[src/rtl/game_pkg.sv]
// rtl/game_pkg.sv - shared constants and types for the frame object sequencer
// Purpose: screen/object geometry, keyboard codes, sequencer state enum and
//          the signed motion type used by the ball axes.
// Contents: SCREEN_W/H, BALL_SIZE, BLOCK_SIZE, BALL_STEP, BLOCK_STEP,
//           KEY_W/A/S/D/P, state_t, motion_t.
package game_pkg;

  localparam int SCREEN_W   = 640;
  localparam int SCREEN_H   = 480;
  localparam int BALL_SIZE  = 4;
  localparam int BLOCK_SIZE = 8;
  localparam int BALL_STEP  = 1;
  localparam int BLOCK_STEP = 2;

  localparam logic [7:0] KEY_W = 8'h1A;
  localparam logic [7:0] KEY_S = 8'h16;
  localparam logic [7:0] KEY_A = 8'h04;
  localparam logic [7:0] KEY_D = 8'h07;
  localparam logic [7:0] KEY_P = 8'h13;

  typedef enum logic [2:0] {
    IDLE,
    BALL,
    BLOCK,
    COLLIDE,
    COMMIT
  } state_t;

  typedef logic signed [9:0] motion_t;

endpackage

[src/rtl/bounce_axis.sv]
// rtl/bounce_axis.sv - one-axis ball step with wall bounce (combinational)
// Purpose: advance a ball coordinate by its motion and reflect it off the
//          walls at size and limit-1-size.
// Ports:
//   pos         in  10  current centre coordinate
//   motion      in  10  signed per-frame motion
//   limit       in  10  screen extent on this axis
//   size        in  10  ball radius
//   next_pos    out 10  stepped and clamped coordinate
//   next_motion out 10  motion for the following frame
module bounce_axis
  import game_pkg::*;
#(
  parameter int STEP = BALL_STEP
) (
  input  logic [9:0] pos,
  input  motion_t    motion,
  input  logic [9:0] limit,
  input  logic [9:0] size,
  output logic [9:0] next_pos,
  output motion_t    next_motion
);

  // 12-bit signed keeps the sum honest below 0 and above 1023, so a step
  // past either wall is caught before it could wrap.
  logic signed [11:0] sum;
  logic signed [11:0] hi;
  logic signed [11:0] lo;

  always_comb begin
    sum         = $signed({2'b00, pos}) + $signed({{2{motion[9]}}, motion});
    lo          = $signed({2'b00, size});
    hi          = $signed({2'b00, limit}) - 12'sd1 - lo;
    next_pos    = sum[9:0];
    next_motion = motion;
    if (sum >= hi) begin
      next_pos    = hi[9:0];
      next_motion = -motion_t'(STEP);
    end else if (sum <= lo) begin
      next_pos    = size;
      next_motion = motion_t'(STEP);
    end
  end

endmodule

[src/rtl/frame_object_sequencer.sv]
// rtl/frame_object_sequencer.sv - per-frame ball/block update for color_mapper
// Purpose: on each vs_n falling edge step the ball with wall bounce, move the
//          block from the keycode, test ball/block overlap, then commit every
//          output together so the mapper never sees a half-updated frame.
// Optional: PAUSE_EN adds a P-key toggled pause flag.
// Ports:
//   Clk         in   1  system clock
//   Reset_n     in   1  asynchronous active-low reset
//   vs_n        in   1  vertical sync, active low, synchronous to Clk
//   keycode     in   8  current HID keycode, 0 = none
//   BallX/Y     out 10  ball centre
//   Ball_size   out 10  ball radius (constant)
//   BlockX/Y    out 10  block top-left corner
//   Block_size  out 10  block extent (constant)
//   hit         out  1  one-cycle pulse on a committed collision
//   hit_count   out  8  saturating collision counter
//   busy        out  1  high while the sequencer is not idle
module frame_object_sequencer
  import game_pkg::*;
(
  input  logic       Clk,
  input  logic       Reset_n,
  input  logic       vs_n,
  input  logic [7:0] keycode,
  output logic [9:0] BallX,
  output logic [9:0] BallY,
  output logic [9:0] Ball_size,
  output logic [9:0] BlockX,
  output logic [9:0] BlockY,
  output logic [9:0] Block_size,
  output logic       hit,
  output logic [7:0] hit_count,
  output logic       busy
);

  localparam logic [9:0] BALL_X0  = 10'(SCREEN_W / 2);
  localparam logic [9:0] BALL_Y0  = 10'(SCREEN_H / 2);
  localparam logic [9:0] BLOCK_X0 = 10'd100;
  localparam logic [9:0] BLOCK_Y0 = 10'd100;
  localparam logic [9:0] LIM_X    = 10'(SCREEN_W);
  localparam logic [9:0] LIM_Y    = 10'(SCREEN_H);
  localparam logic [9:0] BSZ      = 10'(BALL_SIZE);
  localparam logic signed [10:0] BLK_STEP  = 11'(BLOCK_STEP);
  localparam logic signed [10:0] BLK_X_MAX = 11'(SCREEN_W - 1 - BLOCK_SIZE);
  localparam logic signed [10:0] BLK_Y_MAX = 11'(SCREEN_H - 1 - BLOCK_SIZE);
  localparam logic [10:0] OVL_FAR  = 11'(BALL_SIZE + BLOCK_SIZE);
  localparam logic [10:0] OVL_NEAR = 11'(BALL_SIZE);

  assign Ball_size  = BSZ;
  assign Block_size = 10'(BLOCK_SIZE);

  state_t     state, state_nxt;
  logic       vs_prev;
  logic       frame_event;
  logic       paused;
  logic [9:0] ball_x_sh, ball_y_sh, block_x_sh, block_y_sh;
  motion_t    mot_x, mot_y;
  logic       overlap;

  logic [9:0] ball_x_nxt, ball_y_nxt, block_x_nxt, block_y_nxt;
  motion_t    mot_x_nxt, mot_y_nxt;
  logic       ovl_c;
  logic signed [10:0] bxs, bys;

  assign frame_event = vs_prev & ~vs_n;

  bounce_axis #(.STEP(BALL_STEP)) u_bounce_x (
    .pos        (ball_x_sh),
    .motion     (mot_x),
    .limit      (LIM_X),
    .size       (BSZ),
    .next_pos   (ball_x_nxt),
    .next_motion(mot_x_nxt)
  );

  bounce_axis #(.STEP(BALL_STEP)) u_bounce_y (
    .pos        (ball_y_sh),
    .motion     (mot_y),
    .limit      (LIM_Y),
    .size       (BSZ),
    .next_pos   (ball_y_nxt),
    .next_motion(mot_y_nxt)
  );

  // Block move in 11-bit signed so a step left of 0 goes negative and clamps
  // instead of wrapping to the far edge.
  always_comb begin
    bxs = $signed({1'b0, block_x_sh});
    bys = $signed({1'b0, block_y_sh});
    case (keycode)
      KEY_W:   bys = bys - BLK_STEP;
      KEY_S:   bys = bys + BLK_STEP;
      KEY_A:   bxs = bxs - BLK_STEP;
      KEY_D:   bxs = bxs + BLK_STEP;
      default: ;
    endcase
    if (bxs < 11'sd0)          bxs = 11'sd0;
    else if (bxs > BLK_X_MAX)  bxs = BLK_X_MAX;
    if (bys < 11'sd0)          bys = 11'sd0;
    else if (bys > BLK_Y_MAX)  bys = BLK_Y_MAX;
    block_x_nxt = bxs[9:0];
    block_y_nxt = bys[9:0];
  end

  // Boxes [ball-R, ball+R] and [blk, blk+S] meet when ball <= blk+R+S and
  // blk <= ball+R; rearranged this way nothing needs to go negative.
  always_comb begin
    ovl_c = ({1'b0, ball_x_sh} <= {1'b0, block_x_sh} + OVL_FAR) &&
            ({1'b0, block_x_sh} <= {1'b0, ball_x_sh} + OVL_NEAR) &&
            ({1'b0, ball_y_sh} <= {1'b0, block_y_sh} + OVL_FAR) &&
            ({1'b0, block_y_sh} <= {1'b0, ball_y_sh} + OVL_NEAR);
  end

  always_ff @(posedge Clk or negedge Reset_n) begin
    if (!Reset_n) state <= IDLE;
    else          state <= state_nxt;
  end

  always_comb begin
    state_nxt = state;
    busy      = 1'b1;
    case (state)
      IDLE: begin
        busy = 1'b0;
        if (frame_event) state_nxt = BALL;
      end
      BALL:    state_nxt = BLOCK;
      BLOCK:   state_nxt = COLLIDE;
      COLLIDE: state_nxt = COMMIT;
      COMMIT:  state_nxt = IDLE;
      default: state_nxt = IDLE;
    endcase
  end

`ifdef PAUSE_EN
  logic [7:0] key_prev;

  // Toggle only on a new P press seen at an accepted frame event, so a held
  // key flips the flag once.
  always_ff @(posedge Clk or negedge Reset_n) begin
    if (!Reset_n) begin
      paused   <= 1'b0;
      key_prev <= 8'h00;
    end else if (state == IDLE && frame_event) begin
      key_prev <= keycode;
      if (keycode == KEY_P && keycode != key_prev) paused <= ~paused;
    end
  end
`else
  assign paused = 1'b0;
`endif

  always_ff @(posedge Clk or negedge Reset_n) begin
    if (!Reset_n) begin
      vs_prev    <= 1'b1;
      ball_x_sh  <= BALL_X0;
      ball_y_sh  <= BALL_Y0;
      mot_x      <= motion_t'(BALL_STEP);
      mot_y      <= motion_t'(BALL_STEP);
      block_x_sh <= BLOCK_X0;
      block_y_sh <= BLOCK_Y0;
      overlap    <= 1'b0;
      BallX      <= BALL_X0;
      BallY      <= BALL_Y0;
      BlockX     <= BLOCK_X0;
      BlockY     <= BLOCK_Y0;
      hit        <= 1'b0;
      hit_count  <= 8'd0;
    end else begin
      vs_prev <= vs_n;
      hit     <= 1'b0;
      case (state)
        BALL: begin
          if (!paused) begin
            ball_x_sh <= ball_x_nxt;
            ball_y_sh <= ball_y_nxt;
            mot_x     <= mot_x_nxt;
            mot_y     <= mot_y_nxt;
          end
        end
        BLOCK: begin
          if (!paused) begin
            block_x_sh <= block_x_nxt;
            block_y_sh <= block_y_nxt;
          end
        end
        COLLIDE: begin
          // Reflection takes effect next frame; this frame's shadows stand.
          overlap <= ovl_c & ~paused;
          if (ovl_c && !paused) begin
            mot_x <= -mot_x;
            mot_y <= -mot_y;
          end
        end
        COMMIT: begin
          BallX  <= ball_x_sh;
          BallY  <= ball_y_sh;
          BlockX <= block_x_sh;
          BlockY <= block_y_sh;
          if (overlap) begin
            hit <= 1'b1;
            if (hit_count != 8'hFF) hit_count <= hit_count + 8'd1;
          end
        end
        default: ;
      endcase
    end
  end

endmodule

[config.mk]
export PLATFORM = sky130hd
export DESIGN_NAME = frame_object_sequencer
export DESIGN_NICKNAME = d
export VERILOG_FILES = /design/src/rtl/game_pkg.sv /design/src/rtl/bounce_axis.sv /design/src/rtl/frame_object_sequencer.sv
export SDC_FILE = /design/constraint.sdc
export NUM_CORES = 1
export LEC_CHECK = 0
export ABC_CLOCK_PERIOD_IN_PS = 7200
export CELL_PAD_IN_SITES_DETAIL_PLACEMENT = 1
export CELL_PAD_IN_SITES_GLOBAL_PLACEMENT = 1
export CORE_UTILIZATION = 30
export DETAILED_ROUTE_END_ITERATION = 16
export PLACE_DENSITY_LB_ADDON = 0.08
export SLEW_MARGIN = 20
export SYNTH_ARGS = -nofsm -noshare
export SYNTH_HDL_FRONTEND = slang
export SYNTH_HIERARCHICAL = 1
export SYNTH_SLANG_ARGS = --single-unit
export TNS_END_PERCENT = 1
[constraint.sdc]
create_clock -name Clk -period 7.2 [get_ports Clk]
set_clock_uncertainty 0.05 [all_clocks]
set_input_delay 1.8 -clock Clk [delete_from_list [all_inputs] [get_ports Clk]]
set_output_delay 1.8 -clock Clk [all_outputs]
set_load 0.01 [all_outputs]
; Word level (Yosys, flattened, before mapping)
; Index checks and enable logic that the tools add are counted.
; W data, S select, Z words.
[op_classes]
mux = 23
n_eq_ne = 13
addsub = 13
order_cmp = 12
n_reduce_logical = 8
bitwise = 2
[ops]
columns = operator, count
row1 = $mux W10, 14
row2 = $le A10 B11 Y1, 4
row3 = $pmux W11 S2, 2
row4 = $pmux W10 S2, 2
row5 = $add A11 B10 Y12, 2
row6 = $le A12 B4 Y1 const B, 2
row7 = $add A10 B2 Y11 const B, 2
row8 = $add A10 B3 Y11 const B, 2
row9 = $add A10 B4 Y11 const B, 2
row10 = $lt A11 B1 Y1 const B, 2
row11 = $sub A10 B2 Y11 const B, 2
row12 = $neg A10 Y10, 2
row13 = $eq A8 B3 Y1 const B, 2
row14 = $eq A8 B5 Y1 const B, 2
row15 = $ge A12 B10 Y1 const B, 1
row16 = $ge A12 B11 Y1 const B, 1
row17 = $pmux W3 S4, 1
row18 = $gt A11 B10 Y1 const B, 1
row19 = $gt A11 B11 Y1 const B, 1
row20 = $reduce_and A3 Y1, 3
row21 = $add A8 B1 Y8 const B, 1
row22 = $ne A8 B8 Y1 const B, 1
row23 = $eq A3 B2 Y1 const B, 2
row24 = $ne A3 B1 Y1 const B, 2
row25 = other kinds (10), 15
[word_totals]
wordCells = 86
in_bits = 11
register_bits = 114
output_inout_bits = 70

; Logic depth before layout (Yosys ltp)
; Gate-level depths: netlist of the first run.
[logic_depth]
depth_word = 7
mapped_depth = 24
depth_no_buf = 22

; By module
; The synthesis of the first run kept the hierarchy.
[by_module_without_submodules]
columns = module, instances, seq_area_each_um2, cells_each, area_per_inst_um2
row1 = frame_object_sequencer, 1, 2886.5, 741, 7277.0
row2 = bounce_axis at u_bounce_x, 1, 0.0, 265, 1999.4
row3 = bounce_axis at u_bounce_y, 1, 0.0, 271, 1975.6

; Worst setup path before layout of the first run
; Ideal clock, no wire load.
[synth_path]
path_kind = input to register
start = in keycode[5]
end = reg block_x_sh[2]
arrival_time_ns = 4.866
path_slack_ns = 2.186
setup_time_ns = 0.098
cell_stages = 12
n_path_buf = 0
required_ns = 7.052
path_cell_list = or3_4 -> nor3_1 -> nand3_1 -> ha_1 -> o21ai_0 -> a21oi_1 -> or4_1 -> a31o_2 -> xnor2_1 -> o21ai_1 -> a21oi_1 -> a221oi_1
[synth_between]
elab_chain_len = 5
elab_cells_between_ends = 7
classes_between = 2 x order compare / 2 x eq/ne / 3 x mux
[synth_lines]
columns = element, line_no
row1 = from (decl), frame_object_sequencer.sv:24  ; input logic [7:0] keycode,
row2 = $eq A8 B3 Y1, frame_object_sequencer.sv:90  ; case (keycode)
row3 = $pmux W11 S2 (*), frame_object_sequencer.sv:90
row4 = $gt A11 B11 Y1, frame_object_sequencer.sv:98  ; else if (bxs > BLK_X_MAX) bxs = BLK_X_MAX;
row5 = $mux W10, frame_object_sequencer.sv:98
row6 = $mux W10 (*), frame_object_sequencer.sv:97  ; if (bxs < 11'sd0) bxs = 11'sd0;
row7 = to (signal assigned), frame_object_sequencer.sv:183  ; block_x_sh <= block_x_nxt;
row8 = to (decl), frame_object_sequencer.sv:56  ; logic [9:0] ball_x_sh, ball_y_sh, block_x_sh, block_y_sh;
; Every way passes the cells marked *; elsewhere a longest branch is shown, timed or not.
; A chain may end at the register's enable or synchronous reset.

; Final worst setup path of the first run
[layout_path]
start = in keycode[5]
end = reg block_y_sh[4]
[layout_between]
elab_chain_len = 5
elab_cells_between_ends = 7
classes_between = 2 x order compare / 2 x eq/ne / 3 x mux
[layout_lines]
columns = element, line_no
row1 = $eq A8 B5 Y1, frame_object_sequencer.sv:90
row2 = $pmux W11 S2 (*), frame_object_sequencer.sv:90
row3 = $gt A11 B10 Y1, frame_object_sequencer.sv:100  ; else if (bys > BLK_Y_MAX) bys = BLK_Y_MAX;
row4 = $mux W10, frame_object_sequencer.sv:100
row5 = $mux W10 (*), frame_object_sequencer.sv:99  ; if (bys < 11'sd0) bys = 11'sd0;
row6 = to (signal assigned), frame_object_sequencer.sv:184  ; block_y_sh <= block_y_nxt;
row7 = to (decl), frame_object_sequencer.sv:56
; Marks and branches as above.

==> results.md, run 1 <==
- Crit-path max FO: 9
- WL final: 31800 um
- Root Buffer: clkbuf_16
- Initial drt markers: 280
- I/O pins: 81
- Vias per inst: 5.03
- First-pass GRT wire length: 52800 um
- Initial Utilization: 0.306
- Sequential area share after synthesis: 0.257
- Slew at the pin with the worst max-slew slack: 0.902 ns
- CTS tree: yes
- DP HPWL: 24200 um
- Routed WL per cell: 16.6 um
- Worst Setup Path Type: primary input to register
- Number of max-cap violations: 0
- Post-CTS Setup Repair Bufs: 0
- GP Congestion: 0.786
- Vias in the first global route: 9899
- Flops & latches, synth: 114
- RSZ-0062 raised after global routing: no
- Gr usage total: 0.173
- Minimum clock period: 5.64 ns
- WP data arrival: 5.95 ns
- Prevailing post-synth register cell: dfrtp_1
- Layout fillers: 4337
- Fmax: 0.177 GHz
- Cts hold-fix bufs: 0
- Nets: 1599
- Worst-path clk slew: 0.06 ns
- DRC: 0
- H-Tree Depth: 4
- Final hold viol count: 0
- Largest net degree at the start of global routing: 62
- Share of cells above drive strength 1: 0.120
- Antenna diodes: 0
- PortBufs: 60
- Period utilization: 0.783
- DRT Pass-1 Iters: 4
- Final setup fails: 0
- Pins Over Slew Limit: 0
- Total CTS buffers: 17
- Post-DRT Antenna Nets: 0
- CTS Sinks: 114
- Gr ovfl total: 0
- Die W: 196 um
- Total number of vias: 9609
- Total negative slack: 0 ns
- Post-synth EDFFs: 0
- Status: completed
- Clock tree buffer depth: 2
- Mapped Area: 11300 um2
- Synthesized area per cell: 8.81 um2
- Required time of the critical path: 7.51 ns
- Layout area overhead: 18.2%
- Ys async rst share: 1.00
- Placeable Area: 36800 um2
- Die H: 196 um
- Skew-Pair Late Insertion Delay: 0.44 ns
- Crit end category: register
- Worst Setup Start Kind: primary input
- HP Class: register to register
- Yosys warns: 6
- Core Rows: 70
- Initial antenna violation count: 0
- Post-Syn Instances: 1277
- Post-CTS Resized: 0
- DIE AREA: 38300 um2
- Max-Slew Margin vs Limit: 0.399
- Distinct cells, synth: 93
## through the flow
step	std cells	utilization	setup slack, ns	area, um2	hold slack [ns]
3_5_place_dp	1880	0.344	1.19	12700	0.427
4_1_cts	1912	0.362	1.61	13300	0.445
5_1_grt	1912	0.362	1.36	13300	0.467
6_report	1912	0.362	1.56	13300	0.432
3_3_place_gp	1880	0.344	1.30	12700	0.429
2_1_floorplan	1401	-	2.19	11700	0.397
## worst paths after layout
kind                            endpoint  slack [ns]  cells past startpoint         start
max                        block_y_sh[4]        1.56                     14    keycode[5]
min                              overlap        0.43                      2       overlap
max reg2reg                     mot_y[9]        2.01                     15  ball_y_sh[6]
min reg2reg                      overlap        0.43                      2       overlap
max in group asynchronous       BallY[3]        4.39                      2       Reset_n
min in group asynchronous       BallX[0]        1.43                      1       Reset_n
## cell families (layout without fill, tap and decap cells)
group | count (synthesis) | in the layout | share of synthesized area
mux | 62 | 62 | 0.0615
other cells | 2 | 126 | 0.000667
compound gates | 320 | 320 | 0.202
fa+ha+maj | 157 | 157 | 0.179
simple gates | 391 | 391 | 0.173
xor+xnor | 90 | 90 | 0.0701
buf+inv | 141 | 184 | 0.0570
flops | 114 | 114 | 0.257
## cell usage in the layout, fill, tap and decap left out, types with 9 or more instances in the layout
cell | netlist | layout
a21oi_1 | 88 | 88
nand2b_1 | 23 | 23
nor4_1 | 9 | 9
dfstp_2 | 27 | 27
o211ai_1 | 13 | 13
xor2_1 | 44 | 44
nor2_1 | 82 | 82
nand3b_1 | 9 | 9
nor3_1 | 30 | 30
clkdlybuf4s50_1 | 0 | 59
nor2b_1 | 16 | 16
o31ai_1 | 10 | 10
ha_1 | 151 | 151
a21o_1 | 26 | 26
buf_4 | 23 | 10
conb_1 | 2 | 126
nand2_1 | 102 | 102
dfrtp_1 | 87 | 87
inv_1 | 82 | 82
o21a_1 | 12 | 12
clkbuf_16 | 0 | 17
or2_2 | 11 | 11
a211oi_1 | 12 | 12
nand3_1 | 41 | 41
or3_1 | 15 | 15
nand4_1 | 22 | 22
o21ai_0 | 58 | 58
mux2_2 | 57 | 57
xnor2_1 | 46 | 46
## cell usage after synthesis, drive strengths merged (10+ instances only)
library cell	n	area share
a211oi	13	0.0091
a21o	26	0.017
a21oi	90	0.041
a31oi	11	0.0086
buf	30	0.020
clkbuf	28	0.0093
dfrtp	87	0.19
dfstp	27	0.063
ha	151	0.17
inv	82	0.027
mux2	57	0.057
nand2	102	0.034
nand2b	24	0.014
nand3	42	0.019
nand4	22	0.012
nor2	82	0.027
nor2b	16	0.0089
nor3	31	0.014
nor4	10	0.0061
o211ai	15	0.011
o21a	12	0.0080
o21ai	63	0.028
o31ai	12	0.0097
or2	12	0.0067
or3	16	0.0093
xnor2	46	0.036
xor2	44	0.034
## per-layer routing
metal / GRT usage / share of wire
met2: 0.290 / 0.47
met5: 0 / 0
met3: 0.0251 / 0.019
met4: 0.0422 / 0.011
met1: 0.233 / 0.50
## state kept, by name, summed over array words and instances (netlist names)
| register | flops |
|---|---|
| mot_y | 10 |
| hit | 1 |
| BlockX | 10 |
| BallX | 10 |
| mot_x | 10 |
| BlockY | 10 |
| overlap | 1 |
| vs_prev | 1 |
| ball_x_sh | 10 |
| block_x_sh | 10 |
| ball_y_sh | 10 |
| state | 3 |
| BallY | 10 |
| block_y_sh | 10 |
| hit_count | 8 |
## area by class of cell
class	instances	area (um2)	area share
Clock buffer	22	484	0.0364
Clock inverter	10	155	0.0117
Inverter	83	312	0.0234
Multi-Input combinational cell	1146	8210	0.617
Sequential cell	114	2890	0.217
Tap cell	468	586	0.0440
Timing Repair Buffer	69	666	0.0501
## critical path, cell delays in order
cell	delay [ns]
clkdlybuf4s50_1	0.40
or3_4	0.42
or3_1	0.42
nor2_1	0.23
inv_1	0.23
ha_1	0.41
nor2b_1	0.19
o211ai_1	0.16
a2111oi_0	0.62
nor3_1	0.09
o31ai_1	0.43
nand2b_2	0.29
o31ai_1	0.08
a21oi_1	0.17
Power of run 1 is not shown: default switching activity piles up to over one toggle a cycle in this logic, so the estimate is an artifact.
==> inputs of run 2 (changes only) <==
- ABC_CLOCK_PERIOD_IN_PS: 7200 -> 5160
- clock period: 7.2 -> 5.16 ns (I/O delays scaled with it)
==> run 2 against run 1 <==
  * Critical path type unchanged
  * Design area increased by 1.1%
  * Global-route usage grew 0.071 points
  * Critical endpoint is now block_y_sh[1]
  * Critical path depth is 1 higher
  * Die area is the same
==> results.md, run 2 (synthesis results as in run 1) <==
- WL final: 32000 um (was 31800 um)
- Share of cells above drive strength 1: 0.130 (was 0.120)
- Cells along the critical path: clkdlybuf4s50_1 -> or3_4 -> or3_1 -> nor2_1 -> inv_1 -> ha_1 -> nor2b_1 -> o211ai_1 -> a2111oi_0 -> buf_4 -> o21a_1 -> o31ai_1 -> nand2b_2 -> o31ai_1 -> a21oi_1 (was clkdlybuf4s50_1 -> or3_4 -> or3_1 -> nor2_1 -> inv_1 -> ha_1 -> nor2b_1 -> o211ai_1 -> a2111oi_0 -> nor3_1 -> o31ai_1 -> nand2b_2 -> o31ai_1 -> a21oi_1)
- Vias per inst: 5.01 (was 5.03)
- Layout fillers: 4344 (was 4337)
- Routed length on met1: 16100 um (was 15800 um)
- Gr usage total: 0.174 (was 0.173)
- Top sig layer: met4 (unchanged)
- Post-CTS Resized: 0 (unchanged)
- RSZ-0062 raised after global routing: no (unchanged)
- DRC: 0 (unchanged)
- Most frequent cells in the layout: ha_1, conb_1, nand2_1, a21oi_1, dfrtp_1 (unchanged)
- Placeable Area: 36800 um2 (unchanged)
- Worst Setup Path Type: primary input to register (unchanged)
- Final hold viol count: 0 (unchanged)
- Die W: 196 um (unchanged)
- Period utilization: 0.913
- Gr ovfl total: 0 (unchanged)
- Multi-input gate area: 8210 um2 (unchanged)
- Final setup fails: 0 (unchanged)
- Total number of vias: 9672 (was 9609)
- Hold Path End: overlap (unchanged)
- H-Tree Depth: 4 (unchanged)
- Crit end category: register (unchanged)
- Worst path most repeated cell: o31ai_1 (unchanged)
- DIE AREA: 38300 um2 (unchanged)
- Total CTS buffers: 17 (unchanged)
- Total negative slack: 0 ns (unchanged)
- Post-CTS Setup Repair Bufs: 0 (unchanged)
- WHS Path Cells: 2 (unchanged)
- GP Congestion: 0.838 (was 0.786)
- Commonest non-fill, non-tap cell in the layout: ha_1 (unchanged)
- Initial Utilization: 0.306 (unchanged)
- Clock tree buffer depth: 2 (unchanged)
- Antenna diodes: 0 (unchanged)
- Skew-Pair Late Insertion Delay: 0.43 ns (was 0.44 ns)
- Largest net degree at the start of global routing: 63 (was 62)
- Status: completed (unchanged)
- Max-Slew Margin vs Limit: 0.407 (was 0.399)
- PortBufs: 60 (unchanged)
- Required time of the critical path: 5.39 ns (was 7.51 ns)
- Core Rows: 70 (unchanged)
- FF-to-FF path depth: 17 (was 15)
- Initial antenna violation count: 0 (unchanged)
- Layout area overhead: 19.5% (was 18.2%)
- Crit path largest cell delay: 0.43 ns (was 0.62 ns)
- HP Class: register to register (unchanged)
- Routed WL per cell: 16.6 um (about the same)
- Worst-path clk slew: 0.06 ns (about the same)
- Met2 routed WL: 15000 um (about the same)
- I/O pins: 81 (unchanged)
- Nets: 1617 (was 1599)
- Hold wc startpoint: overlap (unchanged)
- Crit-path max FO: 6 (was 9)
- Pins Over Slew Limit: 0 (unchanged)
- Worst Setup Start Kind: primary input (unchanged)
- Sequential cell area: 2890 um2 (unchanged)
- WP data arrival: 4.94 ns (was 5.95 ns)
- CTS Sinks: 114 (unchanged)
- Number of max-cap violations: 0 (unchanged)
- Root Buffer: clkbuf_16 (unchanged)
- Reg-to-Reg End: ball_x_sh[9] (was mot_y[9])
- Reg2Reg Setup Slack: 0.59 ns (was 2.01 ns)
- Fmax: 0.212 GHz
- Met3 wire len: 588 um (was 603 um)
- WP buf/inv: 3 (was 2)
- Vias in the first global route: 10000 (was 9899)
- Reg-to-reg startpoint: mot_x[0] (was ball_y_sh[6])
- CP max-delay cell: a2111oi_0 (unchanged)
- First-pass GRT wire length: 53200 um (was 52800 um)
- Delay-heaviest family, CP: simple AND/OR/NAND/NOR gates (unchanged)
- Slew at the pin with the worst max-slew slack: 0.883 ns (was 0.902 ns)
- Cts hold-fix bufs: 0 (unchanged)
- Die H: 196 um (unchanged)
- DP HPWL: 24500 um (was 24200 um)
- DRT Pass-1 Iters: 6 (was 4)
- CTS tree: yes (unchanged)
- Post-DRT Antenna Nets: 0 (unchanged)
- Minimum clock period: 4.71 ns
- Initial drt markers: 253 (was 280)
## run 2: changes by cell type in the layout (fill, tap and decap cells not counted)
cell / previous run / this run
clkinvlp_4: 2 / 1
clkinv_2: 4 / 5
buf_12: 0 / 1
clkbuf_8: 4 / 2
clkbuf_1: 1 / 2
buf_4: 10 / 27
bufinv_16: 4 / 5
## run 2: area by class of cell
type,count,share of cell area
Clock buffer,21,0.0342
Clock inverter,11,0.0136
Inverter,83,0.0232
Multi-Input combinational cell,1146,0.610
Sequential cell,114,0.215
Tap cell,468,0.0435
Timing Repair Buffer,87,0.0605
## run 2: worst max-delay path by stage
stage / start / to / slack, ns / depth (start not counted)
3_3_place_gp: keycode[5] / block_y_sh[4] / 0.12 / 15
5_1_grt: mot_x[0] / ball_x_sh[9] / 0.15 / 17
6_report: keycode[5] / block_y_sh[1] / 0.45 / 15
2_1_floorplan: keycode[5] / block_x_sh[2] / 0.66 / 12
4_1_cts: keycode[5] / block_y_sh[1] / 0.45 / 15
3_5_place_dp: keycode[5] / block_y_sh[5] / 0.02 / 15
## run 2: tightest hold or removal path, stage by stage (launching register included)
cell,delay (ns)
dfrtp_1,0.35
nand2_1,0.05
nand2_1,0.06
## run 2: through the flow
stage,std cells,hold slack (ns),utilization,setup WS (ns),instance area (um2)
4_1_cts,1930,0.449,0.366,0.453,13500
5_1_grt,1930,0.476,0.366,0.151,13500
3_3_place_gp,1898,0.428,0.348,0.120,12800
6_report,1930,0.438,0.366,0.451,13500
2_1_floorplan,1401,0.397,-,0.656,11700
3_5_place_dp,1898,0.427,0.348,0.0162,12800
## run 2: metal layers
layer  up-vias  global-route usage
li1       4854                   -
met1      4714               0.233
met2        85               0.296
met3        19              0.0234
met4         0              0.0379
met5         -                   0
Power of run 2 is left out for the same reason.
